==> src/rtl/ft_sync_pkg.sv <==
// rtl/ft_sync_pkg.sv - shared types and byte-lane helper for the FT245 sync deframer
package ft_sync_pkg;

  typedef enum logic [1:0] {HUNT, CMD, ADDR, DATA} state_t;

  localparam logic [7:0] OP_WRITE     = 8'h01;
  localparam logic [7:0] SYNC_DEFAULT = 8'hCD;

  // Shifts one byte into an nbytes-wide field; after nbytes calls the first byte sits at
  // the MSB (big) or LSB (little). Callers truncate the result to the field width.
  function automatic logic [127:0] lane_shift(input logic [127:0] acc, input logic [7:0] b,
                                              input int nbytes, input logic big);
    logic [127:0] wide;
    wide = {120'd0, b};
    if (big) lane_shift = (acc << 8) | wide;
    else     lane_shift = (acc >> 8) | (wide << (8 * (nbytes - 1)));
  endfunction

endpackage

==> src/rtl/hi_word_fifo.sv <==
// rtl/hi_word_fifo.sv - synchronous word FIFO between the deframer and the host master
module hi_word_fifo #(
  parameter int WIDTH = 32,
  parameter int DEPTH = 16
) (
  input  logic                     clk,
  input  logic                     rst,
  input  logic                     push,
  input  logic [WIDTH-1:0]         push_data,
  input  logic                     pop,
  output logic [WIDTH-1:0]         pop_data,
  output logic                     full,
  output logic                     empty,
  output logic [$clog2(DEPTH):0]   count
);
  localparam int AW = $clog2(DEPTH);

  logic [WIDTH-1:0] mem [DEPTH];
  logic [AW-1:0]    wptr, rptr;
  logic             do_push, do_pop;

  assign full     = (count == (AW+1)'(DEPTH));
  assign empty    = (count == '0);
  assign do_pop   = pop && !empty;
  // A push into a full FIFO is legal when the same cycle pops.
  assign do_push  = push && (!full || do_pop);
  assign pop_data = mem[rptr];

  always_ff @(posedge clk or posedge rst) begin
    if (rst) begin
      wptr  <= '0;
      rptr  <= '0;
      count <= '0;
    end else begin
      if (do_push) wptr <= wptr + 1'b1;
      if (do_pop)  rptr <= rptr + 1'b1;
      if (do_push && !do_pop)      count <= count + 1'b1;
      else if (do_pop && !do_push) count <= count - 1'b1;
    end
  end

  always_ff @(posedge clk) begin
    if (do_push) mem[wptr] <= push_data;
  end

endmodule

==> src/rtl/ft_sync_deframer.sv <==
// rtl/ft_sync_deframer.sv - parses 0xCD-synced {command, address, data} frames from the
// FT245 receive byte stream into buffered host-interface words
module ft_sync_deframer
  import ft_sync_pkg::*;
#(
  parameter int         DATA_WIDTH = 32,
  parameter int         BIG_ENDIAN = 1,
  parameter int         FIFO_DEPTH = 16,
  parameter int         TIMEOUT    = 1024,
  parameter logic [7:0] SYNC_BYTE  = SYNC_DEFAULT
) (
  input  logic                  clk,
  input  logic                  rst,
  input  logic [7:0]            byte_in,
  input  logic                  byte_valid,
  output logic                  byte_ready,
  input  logic                  master_ready,
  output logic                  ih_ready,
  output logic [31:0]           in_command,
  output logic [31:0]           in_address,
  output logic [27:0]           in_data_count,
  output logic [DATA_WIDTH-1:0] in_data,
  output logic                  frame_error,
  output logic                  busy
);
  localparam int         BYTES   = DATA_WIDTH / 8;
  localparam logic [3:0] LAST_DB = 4'(BYTES - 1);
  localparam int         CW      = $clog2(FIFO_DEPTH) + 1;

  state_t                state, next_state;
  logic [3:0]            byte_cnt;
  logic [23:0]           word_cnt, words_expected;
  logic [31:0]           hdr_acc, hdr_next, to_cnt;
  logic [DATA_WIDTH-1:0] data_acc, data_next, fifo_data;
  logic                  fifo_full, fifo_empty;
  logic [CW-1:0]         fifo_count;
  logic                  ready_c, accept, push, pop, to_hit, hdr_last;

  assign hdr_next  = 32'(lane_shift(128'(hdr_acc), byte_in, 4, BIG_ENDIAN != 0));
  assign data_next = DATA_WIDTH'(lane_shift(128'(data_acc), byte_in, BYTES, BIG_ENDIAN != 0));
  assign hdr_last  = (byte_cnt == 4'd3);
  assign words_expected = (in_command[31:24] != OP_WRITE) ? 24'd1 :
                          (in_command[23:0] == 24'd0) ? 24'd1 : in_command[23:0];

  // Header latches wait for the FIFO to drain so in_command/in_address stay valid
  // for every word of the previous frame.
  always_comb begin
    ready_c = 1'b0;
    case (state)
      HUNT:     ready_c = 1'b1;
      CMD:      ready_c = !(hdr_last && !fifo_empty);
      ADDR:     ready_c = !(hdr_last && !fifo_empty);
      DATA:     ready_c = !fifo_full || pop;
      default:  ready_c = 1'b0;
    endcase
  end

  assign byte_ready = ready_c && !rst;
  assign accept     = byte_valid && byte_ready;
  assign pop        = !fifo_empty && master_ready;
  assign push       = accept && (state == DATA) && (byte_cnt == LAST_DB);
  assign to_hit     = (TIMEOUT != 0) && (state != HUNT) && !byte_valid &&
                      (to_cnt == 32'(TIMEOUT - 1));
  assign busy       = (state != HUNT) || (fifo_count != '0);

  always_comb begin
    next_state = state;
    case (state)
      HUNT: if (accept && byte_in == SYNC_BYTE) next_state = CMD;
      CMD:  if (accept && hdr_last) next_state = ADDR;
      ADDR: if (accept && hdr_last) next_state = DATA;
      DATA: if (accept && byte_cnt == LAST_DB && word_cnt == 24'd1) next_state = HUNT;
      default: next_state = HUNT;
    endcase
    if (to_hit) next_state = HUNT;
  end

  always_ff @(posedge clk or posedge rst) begin
    if (rst) state <= HUNT;
    else     state <= next_state;
  end

  always_ff @(posedge clk or posedge rst) begin
    if (rst) begin
      byte_cnt      <= '0;
      word_cnt      <= '0;
      hdr_acc       <= '0;
      data_acc      <= '0;
      to_cnt        <= '0;
      ih_ready      <= 1'b0;
      in_data       <= '0;
      in_command    <= '0;
      in_address    <= '0;
      in_data_count <= '0;
      frame_error   <= 1'b0;
    end else begin
      frame_error <= to_hit;
      ih_ready    <= pop;
      if (pop) in_data <= fifo_data;

      if (accept || state == HUNT || to_hit) to_cnt <= '0;
      else if (!byte_valid)                  to_cnt <= to_cnt + 32'd1;

      if (to_hit) begin
        byte_cnt <= '0;
      end else if (accept) begin
        case (state)
          HUNT: byte_cnt <= '0;
          CMD: begin
            hdr_acc  <= hdr_next;
            byte_cnt <= hdr_last ? 4'd0 : byte_cnt + 4'd1;
            if (hdr_last) begin
              in_command    <= hdr_next;
              in_data_count <= (hdr_next[31:24] == OP_WRITE && hdr_next[23:0] == 24'd0) ?
                               28'd1 : {4'd0, hdr_next[23:0]};
            end
          end
          ADDR: begin
            hdr_acc  <= hdr_next;
            byte_cnt <= hdr_last ? 4'd0 : byte_cnt + 4'd1;
            if (hdr_last) begin
              in_address <= hdr_next;
              word_cnt   <= words_expected;
            end
          end
          DATA: begin
            data_acc <= data_next;
            if (byte_cnt == LAST_DB) begin
              byte_cnt <= '0;
              word_cnt <= word_cnt - 24'd1;
            end else begin
              byte_cnt <= byte_cnt + 4'd1;
            end
          end
          default: byte_cnt <= '0;
        endcase
      end
    end
  end

  hi_word_fifo #(.WIDTH(DATA_WIDTH), .DEPTH(FIFO_DEPTH)) u_fifo (
    .clk       (clk),
    .rst       (rst),
    .push      (push),
    .push_data (data_next),
    .pop       (pop),
    .pop_data  (fifo_data),
    .full      (fifo_full),
    .empty     (fifo_empty),
    .count     (fifo_count)
  );

endmodule
==> config.mk <==
export PLATFORM = sky130hd
export DESIGN_NAME = ft_sync_deframer
export DESIGN_NICKNAME = d
export VERILOG_FILES = /design/src/rtl/ft_sync_pkg.sv /design/src/rtl/hi_word_fifo.sv /design/src/rtl/ft_sync_deframer.sv
export SDC_FILE = /design/constraint.sdc
export NUM_CORES = 1
export LEC_CHECK = 0
export BUFFER_PORTS_ARGS = -buffer_cell sky130_fd_sc_hd__buf_2
export CAP_MARGIN = 20
export CORE_ASPECT_RATIO = 1.1
export CORE_UTILIZATION = 40
export DETAILED_ROUTE_END_ITERATION = 10
export PLACE_DENSITY = 0.67
export SYNTH_ARGS = -nofsm -noshare
export SYNTH_HDL_FRONTEND = slang
export SYNTH_HIERARCHICAL = 1
export SYNTH_SLANG_ARGS = --single-unit
==> constraint.sdc <==
create_clock -name clk -period 19.6 [get_ports clk]
set_input_delay 3.92 -clock clk [delete_from_list [all_inputs] [get_ports clk]]
set_output_delay 3.92 -clock clk [all_outputs]
set_load 0.02 [all_outputs]
==> flow_metrics.tcl <==
set metrics [dict create \
    final_antenna_net_count 0 \
    clkTransAtPathRegs_ps 60 \
    yosys_warnings 6 \
    power_switching_mw 1.545 \
    timing.fmax_ghz 0.1041 \
    slew-limit-headroom_pct 27.90 \
    dpl_cell_area_um2 32410 \
    post_drt_wl_per_cell_um 23.33 \
    synth_top_cell_by_area "edfxtp_1" \
    worst_ir_drop_vdd_uv 106.0 \
    setup_tns_ps 0 \
    hold_viol 0 \
    grt_pass1_vias 17860 \
    yosys-top-cells-count "edfxtp_1 (512), dfrtp_1 (245), mux2_1 (135)" \
    vias 17070 \
    busiest_layer "met2" \
    tightest_slew_ps 1081 \
    run_status "finished, final reports clean" \
    syn_area_um2 30620 \
    die-width_um 265.8 \
    cap_violations 0 \
    internal_power_mw 3.309 \
    yosysMostFrequentCell "edfxtp_1" \
    insertion_delay_ps 620 \
    routed_wl_um 71660 \
    antenna_found_initial 1 \
    synth_cell_type_count 79 \
    grt_pass1_wl_um 109200 \
    cts_tree "done" \
    die_h_um 292.2 \
    rr_startpoint "u_fifo/count[0]$_DFFE_PP0P_" \
    dp_slack_ps 10030 \
    core_um2 75860 \
    grt_usage_pct 18.66 \
    power.clock.fraction_pct 30.5 \
    yosys-top-cells-area "edfxtp_1 (50%), dfrtp_1 (20%), mux2_1 (5.0%), mux4_2 (4.7%), mux2i_1 (4.3%)" \
    rsz0062_at_grt "no" \
    leakagePower_nw 13.34 \
    ctsHoldBuffers 0 \
    cts_buffers 78 \
    num-nets-final 2011 \
    drc 0 \
    area_growth_pct 14.53 \
    synth-main-ff-cell "edfxtp_1" \
    startpoint "master_ready" \
    htree_levels 3 \
    drt_iter0_markers 1134 \
    avgViaCountPerCell 5.555 \
    drtPass1Iterations 5 \
    critPathMaxFanout 36 \
    slew_violations 0 \
    clock-sinks 757 \
    cp-start-kind "primary input" \
    worstHoldPathType "flip-flop to flip-flop" \
    setup_violations 0 \
    synth_seq_cells 757 \
    power_frac_comb_pct 24.3 \
    crit_type "primary input to output pin" \
    syn_avg_cell_area_um2 16.79 \
    ios 140 \
    hold_path_startpoint "in_address[26]$_DFFE_PP0P_" \
    antennaDiodeCount 0 \
    required_ps 15680 \
    ys_seq_area_share_pct 70.23 \
    dp_hpwl_um 40940 \
    met2_usage_pct 31.49 \
    synth_top_area_share_pct 50.21 \
    cts_setup_buffers 0 \
    setup_ws_ps 9997 \
    p_sw_share_pct 31.83 \
    skew_ps 29.11 \
    fin_crit_sh_pct 48.99 \
    finalWorstPathRequiredPeriod_ps 9603 \
    worst_setup_path_end_kind "output pin" \
    grt.met1_usage_pct 24.25 \
    place_congestion 0.8184 \
    holdWs_ps 488.1 \
    dieArea_um2 77660 \
    use_met3_pct 3.297 \
    async_reset_ff_share_pct 32.36 \
    synth-edff-count 512 \
    start_util_pct 40.36 \
    netlist_instances 1824 \
    cts_resized 0 \
    grt_max_degree 119 \
    p_seq_share_pct 45.2 \
    grt-ovfl-total 0 \
    arrival_ps 5680 \
    root_buffer "clkbuf_16" \
    design_area_um2 35070 \
    place.port_buffers 135 \
    pwr_density_cell_nw_per_um2 138.4 \
    clock_path_buffers 3 \
    row_count 106 \
    drive_gt1_share_pct 20.72 \
]
-- flip-flops by register name (all words and copies together) (netlist names) --
register       flops
byte_cnt           4
data_acc          24
frame_error        1
hdr_acc           24
ih_ready           1
in_address        32
in_command        32
in_data           32
in_data_count     24
state              2
to_cnt            32
u_fifo/count       5
u_fifo/mem       512
u_fifo/rptr        4
u_fifo/wptr        4
word_cnt          24
-- routing by layer --
layer / routed length (µm) / share of wire, %
met2: 35500 / 50
met4: 2068 / 2.9
met5: 8 / 0.011
met3: 4160 / 5.8
met1: 29930 / 42
-- layout make-up --
type | instances | area, µm²
flip-flops and latches | 757 | 21510
repair buffers | 169 | 991.0
fillers | 6479 | 40790
well taps | 1026 | 1284
multi-input cells | 948 | 8593
clock inverters | 27 | 307.8
clock buffers | 119 | 2278
inverters | 26 | 105.1
-- stage by stage --
stage / std cells / util [%] / total power, mW
2_1_floorplan: 1827 / - / 3.018
3_3_place_gp: 2923 / 42.73 / 3.374
3_5_place_dp: 2923 / 42.73 / 3.415
4_1_cts: 3069 / 46.14 / 4.896
5_1_grt: 3072 / 46.23 / 5.079
6_report: 3072 / 46.23 / 4.855
-- worst max-delay path: stages --
cell	delay, ps
buf_2	90
nor2b_4	110
buf_4	330
o22ai_1	840
a21oi_1	160
buf_2	210
-- cells in the final DEF (no fill, tap or decap), types with 22 or more instances in the layout --
master / netlist / final
nand3_1: 24 / 24
mux4_2: 64 / 64
xnor2_1: 23 / 23
clkbuf_16: 0 / 80
o21ai_0: 40 / 40
mux2_1: 135 / 135
a22oi_1: 32 / 32
clkbuf_1: 29 / 26
edfxtp_1: 512 / 512
buf_2: 37 / 135
a221oi_1: 66 / 66
mux2i_1: 131 / 131
nand2_1: 70 / 70
buf_4: 18 / 30
mux2_2: 33 / 33
o21ai_1: 25 / 25
dfrtp_1: 245 / 243
nor4_1: 25 / 25
nor2_1: 63 / 51
inv_1: 24 / 22
-- power groups by stage --
stage          clock (mW)  sequential [mW]  combinational (mW)
2_1_floorplan           0             2.17               0.849
3_3_place_gp            0             2.22                1.16
3_5_place_dp            0             2.23                1.18
4_1_cts              1.51             2.20                1.19
5_1_grt              1.57             2.23                1.28
6_report             1.48             2.19                1.18
-- cells by family (layout without fill, tap and decap cells) --
kind of cell | after synthesis | in the layout | synth area share [%]
xor gates and xnor gates | 41 | 41 | 1.173
buffers and inverters | 122 | 341 | 2.162
DFF | 757 | 757 | 70.23
other | 1 | 4 | 0.01225
and+or+nand+nor | 284 | 284 | 4.826
adders and majority gates | 19 | 19 | 0.8009
muxes | 363 | 363 | 15.17
AOI/OAI and AO/OA | 237 | 237 | 5.627
-- final timing paths --
kind / to / slack [ps] / cells after the start
setup / recovery: byte_ready / 10000 / 6
hold / removal: in_address[26]$_DFFE_PP0P_ / 490 / 1
setup reg to reg: u_fifo/count[4]$_DFFE_PP0P_ / 14410 / 15
hold reg to reg: in_address[26]$_DFFE_PP0P_ / 490 / 1
max in group asynchronous: hdr_acc[13]$_DFFE_PP0P_ / 14790 / 3
min in group asynchronous: u_fifo/count[2]$_DFFE_PP0P_ / 3450 / 2
Power figures use the tool's default switching activity.
